[config.mk]
export PLATFORM = sky130hd
export DESIGN_NAME = gpio_bank_ctrl_flat
export DESIGN_NICKNAME = d
export VERILOG_FILES = /design/src/rtl/gpio_bank_ctrl_if.sv /design/src/rtl/gpio_bank_ctrl.sv /design/src/flat_wrapper.sv
export SDC_FILE = /design/constraint.sdc
export NUM_CORES = 1
export LEC_CHECK = 0
export ABC_AREA = 1
export BUFFER_PORTS_ARGS = -buffer_cell sky130_fd_sc_hd__clkbuf_2
export CAP_MARGIN = 20
export CORE_MARGIN = 1
export CORE_UTILIZATION = 45
export CTS_CLUSTER_SIZE = 10
export DETAILED_ROUTE_END_ITERATION = 10
export HOLD_SLACK_MARGIN = 0.05
export PLACE_DENSITY = 0.76
export SKIP_CTS_REPAIR_TIMING = 1
export SLEW_MARGIN = 5
export SYNTH_ARGS = -nofsm -noshare
export SYNTH_HDL_FRONTEND = slang
export SYNTH_SLANG_ARGS = --single-unit
[constraint.sdc]
create_clock -name io_sys_clock -period 3.25 [get_ports io_sys_clock]
set_input_delay 0.65 -clock io_sys_clock [delete_from_list [all_inputs] [get_ports io_sys_clock]]
set_output_delay 0.65 -clock io_sys_clock [all_outputs]
set_load 0.05 [all_outputs]
[src/rtl/gpio_bank_ctrl_if.sv]
// Pin bank bus: pad levels, per-pin configuration and status.
// All signals are level-based and sampled on io_sys_clock; there is no
// valid/ready handshake. irq_clr is the only strobe: each 1 bit is
// honoured on the single clock edge where it is seen high.
interface gpio_bank_ctrl_if #(
  parameter int WIDTH = 4
);
  logic [WIDTH-1:0] io_pins_read;
  logic [WIDTH-1:0] io_pins_write;
  logic [WIDTH-1:0] io_pins_writeEnable;
  logic [WIDTH-1:0] cfg_out;
  logic [WIDTH-1:0] cfg_oe;
  logic [WIDTH-1:0] cfg_od;
  logic [WIDTH-1:0] cfg_rise_en;
  logic [WIDTH-1:0] cfg_fall_en;
  logic [WIDTH-1:0] irq_clr;
  logic [WIDTH-1:0] value;
  logic [WIDTH-1:0] pending;
  logic             irq;

  modport master (
    output io_pins_read, cfg_out, cfg_oe, cfg_od, cfg_rise_en, cfg_fall_en, irq_clr,
    input  io_pins_write, io_pins_writeEnable, value, pending, irq
  );

  modport slave (
    input  io_pins_read, cfg_out, cfg_oe, cfg_od, cfg_rise_en, cfg_fall_en, irq_clr,
    output io_pins_write, io_pins_writeEnable, value, pending, irq
  );
endinterface

[src/rtl/gpio_bank_ctrl.sv]
// GPIO bank: registered pad drivers (push-pull / open-drain), per-pin
// input synchroniser and debouncer, and sticky edge-event flags with irq.
module gpio_bank_ctrl #(
  parameter int WIDTH        = 4,
  parameter int SYNC_STAGES  = 2,
  parameter int DEBOUNCE_CNT = 4
) (
  input logic             io_sys_clock,
  input logic             io_sys_reset,
  gpio_bank_ctrl_if.slave bus
);
  // A counter at CNT_TOP means this edge is the DEBOUNCE_CNT-th differing cycle.
  localparam logic [15:0] CNT_TOP = 16'(DEBOUNCE_CNT - 1);

  logic [SYNC_STAGES-1:0][WIDTH-1:0] sync_q;
  logic [WIDTH-1:0][15:0]            cnt_q;
  logic [WIDTH-1:0][15:0]            cnt_nxt;
  logic [WIDTH-1:0]                  value_q;
  logic [WIDTH-1:0]                  value_nxt;
  logic [WIDTH-1:0]                  pend_q;
  logic [WIDTH-1:0]                  pend_nxt;
  logic [WIDTH-1:0]                  write_q;
  logic [WIDTH-1:0]                  we_q;
  logic [WIDTH-1:0]                  sync_lvl;

  assign sync_lvl = sync_q[SYNC_STAGES-1];

  // Pad drivers: open-drain pins never drive high, they release to high-Z instead.
  always_ff @(posedge io_sys_clock or posedge io_sys_reset) begin
    if (io_sys_reset) begin
      write_q <= '0;
      we_q    <= '0;
    end else begin
      write_q <= bus.cfg_out & ~bus.cfg_od;
      we_q    <= bus.cfg_oe & ~(bus.cfg_od & bus.cfg_out);
    end
  end

  // Synchroniser chain; readback of driven pins goes through here as well.
  always_ff @(posedge io_sys_clock or posedge io_sys_reset) begin
    if (io_sys_reset) begin
      sync_q <= '0;
    end else begin
      sync_q[0] <= bus.io_pins_read;
      for (int s = 1; s < SYNC_STAGES; s++) begin
        sync_q[s] <= sync_q[s-1];
      end
    end
  end

  // Debounce and event capture; a set on the same edge as a clear wins.
  always_comb begin
    cnt_nxt   = cnt_q;
    value_nxt = value_q;
    pend_nxt  = pend_q & ~bus.irq_clr;
    for (int i = 0; i < WIDTH; i++) begin
      if (sync_lvl[i] == value_q[i]) begin
        cnt_nxt[i] = '0;
      end else if (cnt_q[i] == CNT_TOP) begin
        cnt_nxt[i]   = '0;
        value_nxt[i] = sync_lvl[i];
        if (sync_lvl[i] ? bus.cfg_rise_en[i] : bus.cfg_fall_en[i]) begin
          pend_nxt[i] = 1'b1;
        end
      end else begin
        cnt_nxt[i] = cnt_q[i] + 16'd1;
      end
    end
  end

  // State registers for the debounce counters, accepted levels and pending flags.
  always_ff @(posedge io_sys_clock or posedge io_sys_reset) begin
    if (io_sys_reset) begin
      cnt_q   <= '0;
      value_q <= '0;
      pend_q  <= '0;
    end else begin
      cnt_q   <= cnt_nxt;
      value_q <= value_nxt;
      pend_q  <= pend_nxt;
    end
  end

  assign bus.io_pins_write       = write_q;
  assign bus.io_pins_writeEnable = we_q;
  assign bus.value               = value_q;
  assign bus.pending             = pend_q;
  assign bus.irq                 = |pend_q;
endmodule

[src/flat_wrapper.sv]
// flat-port wrapper written by rule: the top's interface ports become plain ports
module gpio_bank_ctrl_flat 
#(
  parameter int WIDTH        = 4,
  parameter int SYNC_STAGES  = 2,
  parameter int DEBOUNCE_CNT = 4
)
  (io_sys_clock, io_sys_reset, bus_io_pins_read, bus_cfg_out, bus_cfg_oe, bus_cfg_od, bus_cfg_rise_en, bus_cfg_fall_en, bus_irq_clr, bus_io_pins_write, bus_io_pins_writeEnable, bus_value, bus_pending, bus_irq);
  gpio_bank_ctrl_if #(.WIDTH(WIDTH)) bus_i ();
  input logic io_sys_clock;
  input logic io_sys_reset;
  input wire logic [$bits(bus_i.io_pins_read)-1:0] bus_io_pins_read;
  input wire logic [$bits(bus_i.cfg_out)-1:0] bus_cfg_out;
  input wire logic [$bits(bus_i.cfg_oe)-1:0] bus_cfg_oe;
  input wire logic [$bits(bus_i.cfg_od)-1:0] bus_cfg_od;
  input wire logic [$bits(bus_i.cfg_rise_en)-1:0] bus_cfg_rise_en;
  input wire logic [$bits(bus_i.cfg_fall_en)-1:0] bus_cfg_fall_en;
  input wire logic [$bits(bus_i.irq_clr)-1:0] bus_irq_clr;
  output wire logic [$bits(bus_i.io_pins_write)-1:0] bus_io_pins_write;
  output wire logic [$bits(bus_i.io_pins_writeEnable)-1:0] bus_io_pins_writeEnable;
  output wire logic [$bits(bus_i.value)-1:0] bus_value;
  output wire logic [$bits(bus_i.pending)-1:0] bus_pending;
  output wire logic [$bits(bus_i.irq)-1:0] bus_irq;
  assign bus_i.io_pins_read = bus_io_pins_read;
  assign bus_i.cfg_out = bus_cfg_out;
  assign bus_i.cfg_oe = bus_cfg_oe;
  assign bus_i.cfg_od = bus_cfg_od;
  assign bus_i.cfg_rise_en = bus_cfg_rise_en;
  assign bus_i.cfg_fall_en = bus_cfg_fall_en;
  assign bus_i.irq_clr = bus_irq_clr;
  assign bus_io_pins_write = bus_i.io_pins_write;
  assign bus_io_pins_writeEnable = bus_i.io_pins_writeEnable;
  assign bus_value = bus_i.value;
  assign bus_pending = bus_i.pending;
  assign bus_irq = bus_i.irq;
  gpio_bank_ctrl #(.WIDTH(WIDTH), .SYNC_STAGES(SYNC_STAGES), .DEBOUNCE_CNT(DEBOUNCE_CNT)) u_core (.io_sys_clock(io_sys_clock), .io_sys_reset(io_sys_reset), .bus(bus_i));
endmodule
After elaboration in Yosys (flattened, before gate mapping) --
Cells that the tools add are included.
Word-level totals: flip-flop bits (word level) 88, bits of input ports 30, logic and storage cells 65
Cells by class: $add $sub $neg 4, equal/unequal tests 8, multiplexer cells 24, bitwise operators 11, reduce and logical (&&, ||, !) cells 5
Operators by type and width (count):
- 16-bit two-way mux | 8
- 16-bit by 1-bit adder with 16-bit output (second input constant) | 4
- 16-bit by 2-bit == test with 1-bit output (second input constant) | 4
- 4-bit AND | 4
- 1-bit two-way mux | 16
- 4-bit inverter | 3
- 2-bit AND reduction | 4
- 1-bit == test | 4
- 1-bit inverter | 4
- 4-bit OR reduction | 1

Depth between registers and ports, before layout --
depth after elaboration 5, depth in mapped cells 8, gate-level depth less buffers 8

Worst setup path after synthesis --
No wires, ideal clock.
path kind register -> output, start register u_core.pend_q[0] (netlist: u_core.bus.pending[0]), end output port bus_irq, data arrival time 1122 ps, data required time 2600 ps, slack 1478 ps, stages on the path, launching flop included 3, cell sequence dfrtp_1 > inv_1 > nand3_1
On the way: word-level cells in the longest chain between the ends 1
Ends and longest elaborated chain:
- start, declared | RTL line gpio_bank_ctrl.sv:20 | logic [WIDTH-1:0] pend_q;
- start signal, assigned | RTL line gpio_bank_ctrl.sv:80 | pend_q <= pend_nxt;
- 4-bit OR reduction | RTL line gpio_bank_ctrl.sv:88 | assign bus.irq = |pend_q;
- end, declared | RTL line flat_wrapper.sv:23 | output wire logic [$bits(bus_i.irq)-1:0] bus_irq;
Every way passes these cells.

Worst setup path after layout --
start register u_core.pend_q[3] (netlist: u_core.bus.pending[3]), end output port bus_irq
The elaborated chain is that of the path after synthesis.

==> impl_metrics.toml <==
[timing]
max_clock_freq_mhz = 536.2
min_period_ps = 1865
clock_skew_ps = 11.24
finalSetupViolCount = 0
maxSlewViolCount = 0
rsz0062_at_grt = "false"
tightestPinTransition_ps = 807.4
relSlewSlack = 0.4611
period_share = 0.5739
finalHoldViolCount = 0
finalSetupTns_ps = 0

[clocking]
cts_buffers = 9
cts.sinks = 88
cts.path.max_buffers = 2
worstSkewPairLatency_ps = 350
cts_tree = "done"
htreeDepth = 3
cts_root_buf = "clkbuf_8"
clk_pin_slew_ps = 80

[job]
drv_cap = 0

[drt]
wl_per_cell_um = 12.29
drc = 0
detail_route.vias_per_cell = 5.010
finalWirelength_um = 9846
drt-initial-drc-count = 153
first_pass_iters = 5
vias = 4013
drt.antenna.violating_nets = 0

[logic_synthesis]
netlist_instances = 609
ys_ff_latch = 88
ys_warn_count = 0
syn_area_mm2 = 0.004567
syn_avg_cell_area_um2 = 7.499
ys_seq_area_frac = 0.4822
netlist-cell-type-count = 24
synth_nets = 643

[final_layout]
antenna_cells = 0
syn2layout_area_growth_pct = 13.42
multi_input_area_mm2 = 0.002027
nNetsFinal = 697
regArea_mm2 = 0.002202
drive_above_1_share = 0.1257
fillers = 925

[grt]
grt_usage = 0.2063
grt_max_degree = 48
antenna_found_initial = 0
first_global_vias = 3969
grt_pass1_wl_um = 16870
overflow = 0

[setup_path]
cp.arrival_ps = 1220
required_ps = 2600
cp-start-kind = "flop"
crit_path_max_fanout = 3
end_kind = "primary output"
worst-setup-path-type = "flop to primary output"

[placed_design]
numPortBuffers = 46
globalplace.congestion = 0.8852
dp.final_hpwl_um = 7362

[hold_path]
hp-class = "flop to flop"

[power_and_ir_drop]
vdd_drop_max_v = 0.0003082
pwr_density_cell_mw_per_mm2 = 516.1
total_power_mw = 2.673
p_leak_nw = 2.366

[outcome]
status = "complete, no violations"

[floorplanning]
die_h_um = 102.7
rows = 36
fp.dieArea_mm2 = 0.01056
start_util = 0.4651
pin_count = 47
die_w_um = 102.7
core_area_mm2 = 0.009819
==> final timing paths <==
path                                            start                           endpoint  slack, ps  depth (start not counted)
max in group asynchronous                io_sys_reset                   u_core.cnt_q[38]       2170                          3
worst max-delay path            u_core.bus.pending[3]                            bus_irq       1380                          3
worst min-delay path                 u_core.sync_q[3]                 u_core.sync_lvl[3]        350                          0
min in group asynchronous                io_sys_reset  u_core.bus.io_pins_writeEnable[0]        390                          2
worst max register to register       u_core.cnt_q[16]                   u_core.cnt_q[26]       1840                          7
worst min register to register       u_core.sync_q[3]                 u_core.sync_lvl[3]        350                          0
==> kinds of logic after synthesis <==
| kind of cell | after synthesis | share of synthesized area |
|---|---|---|
| adders and majority gates | 4 | 0.01096 |
| xor gates and xnor gates | 18 | 0.03452 |
| DFF | 88 | 0.4822 |
| AOI/OAI and AO/OA | 30 | 0.03562 |
| buffers and inverters | 87 | 0.07397 |
| and+or+nand+nor | 382 | 0.3627 |
==> cell type report <==
cell class	count	area share
inverter	83	0.06039
clock inverter	5	0.01546
multi-input combinational	434	0.3913
sequential	88	0.4251
clock buffer	11	0.02729
timing repair buffer	47	0.04831
tap	133	0.03213
==> synthesized netlist by cell type <==
master	number	area, um2
a21boi_0	4	30.03
a21oi_1	7	35.03
buf_2	3	15.01
buf_6	1	11.26
clkinv_1	1	3.750
dfrtp_1	88	2202
ha_1	4	50.05
inv_1	82	307.8
nand2_1	144	540.5
nand2_2	5	31.28
nand3_1	40	200.2
nand3_2	4	40.04
nand4_1	28	175.2
nor2_1	136	510.5
nor2_2	9	56.30
nor2_4	2	22.52
nor3_1	11	55.05
nor3b_2	1	12.51
o21ai_0	10	50.05
o21ai_1	8	40.04
o21bai_1	1	7.510
or2_1	2	12.51
xnor2_1	5	43.79
xor2_1	13	113.9
==> power by group <==
group / leakage [nW] / internal, mW / switching [mW]
registers: 1.19 / 1.18 / 0.0909
clock network: 0.106 / 0.453 / 0.397
logic: 1.07 / 0.146 / 0.407
total: 2.37 / 1.78 / 0.896
==> flip-flops by register name, indices dropped and copies added, names as in the netlist <==
name,flops
u_core.bus.io_pins_write,4
u_core.bus.pending,4
u_core.bus.io_pins_writeEnable,4
u_core.bus.value,4
u_core.cnt_q,64
u_core.sync_q,4
u_core.sync_lvl,4
==> layer usage <==
layer  vias to the layer above  wire length (um)  track usage
met5                         -                 0            0
met4                         0               142      0.07151
met3                        15               505      0.05017
met2                       116              4714       0.3538
met1                      1865              4484       0.2546
li1                       2017                 -            -
==> metrics by stage <==
step	hold WS [ps]	util	setup slack (ps)	instances	cell area [um2]
after floorplan	331.2	-	321.4	609	4567
after global routing	360.4	0.5275	1280	801	5180
final	352.6	0.5275	1385	801	5180
after CTS	354.0	0.5275	1312	801	5180
after global placement	332.9	0.5050	1697	785	4959
after detailed placement	334.7	0.5050	1705	785	4959
==> worst max-delay path, cell delays in order (launching register included) <==
cell and delay [ps]:
dfrtp_1 400, nor2_1 150, nand3_1 80, clkbuf_2 240
==> layout by cell type, fill, tap and decap left out, types with 5 or more instances in the layout <==
cell type / count
nor3_1: 11
nor2_2: 9
nand3_1: 40
xor2_1: 13
nand2_2: 5
clkbuf_8: 10
nand2_1: 144
nand4_1: 28
inv_1: 81
xnor2_1: 5
nor2_1: 136
clkbuf_2: 46
o21ai_1: 8
dfrtp_1: 88
a21oi_1: 7
o21ai_0: 10
(Power assumes the default switching activity.)
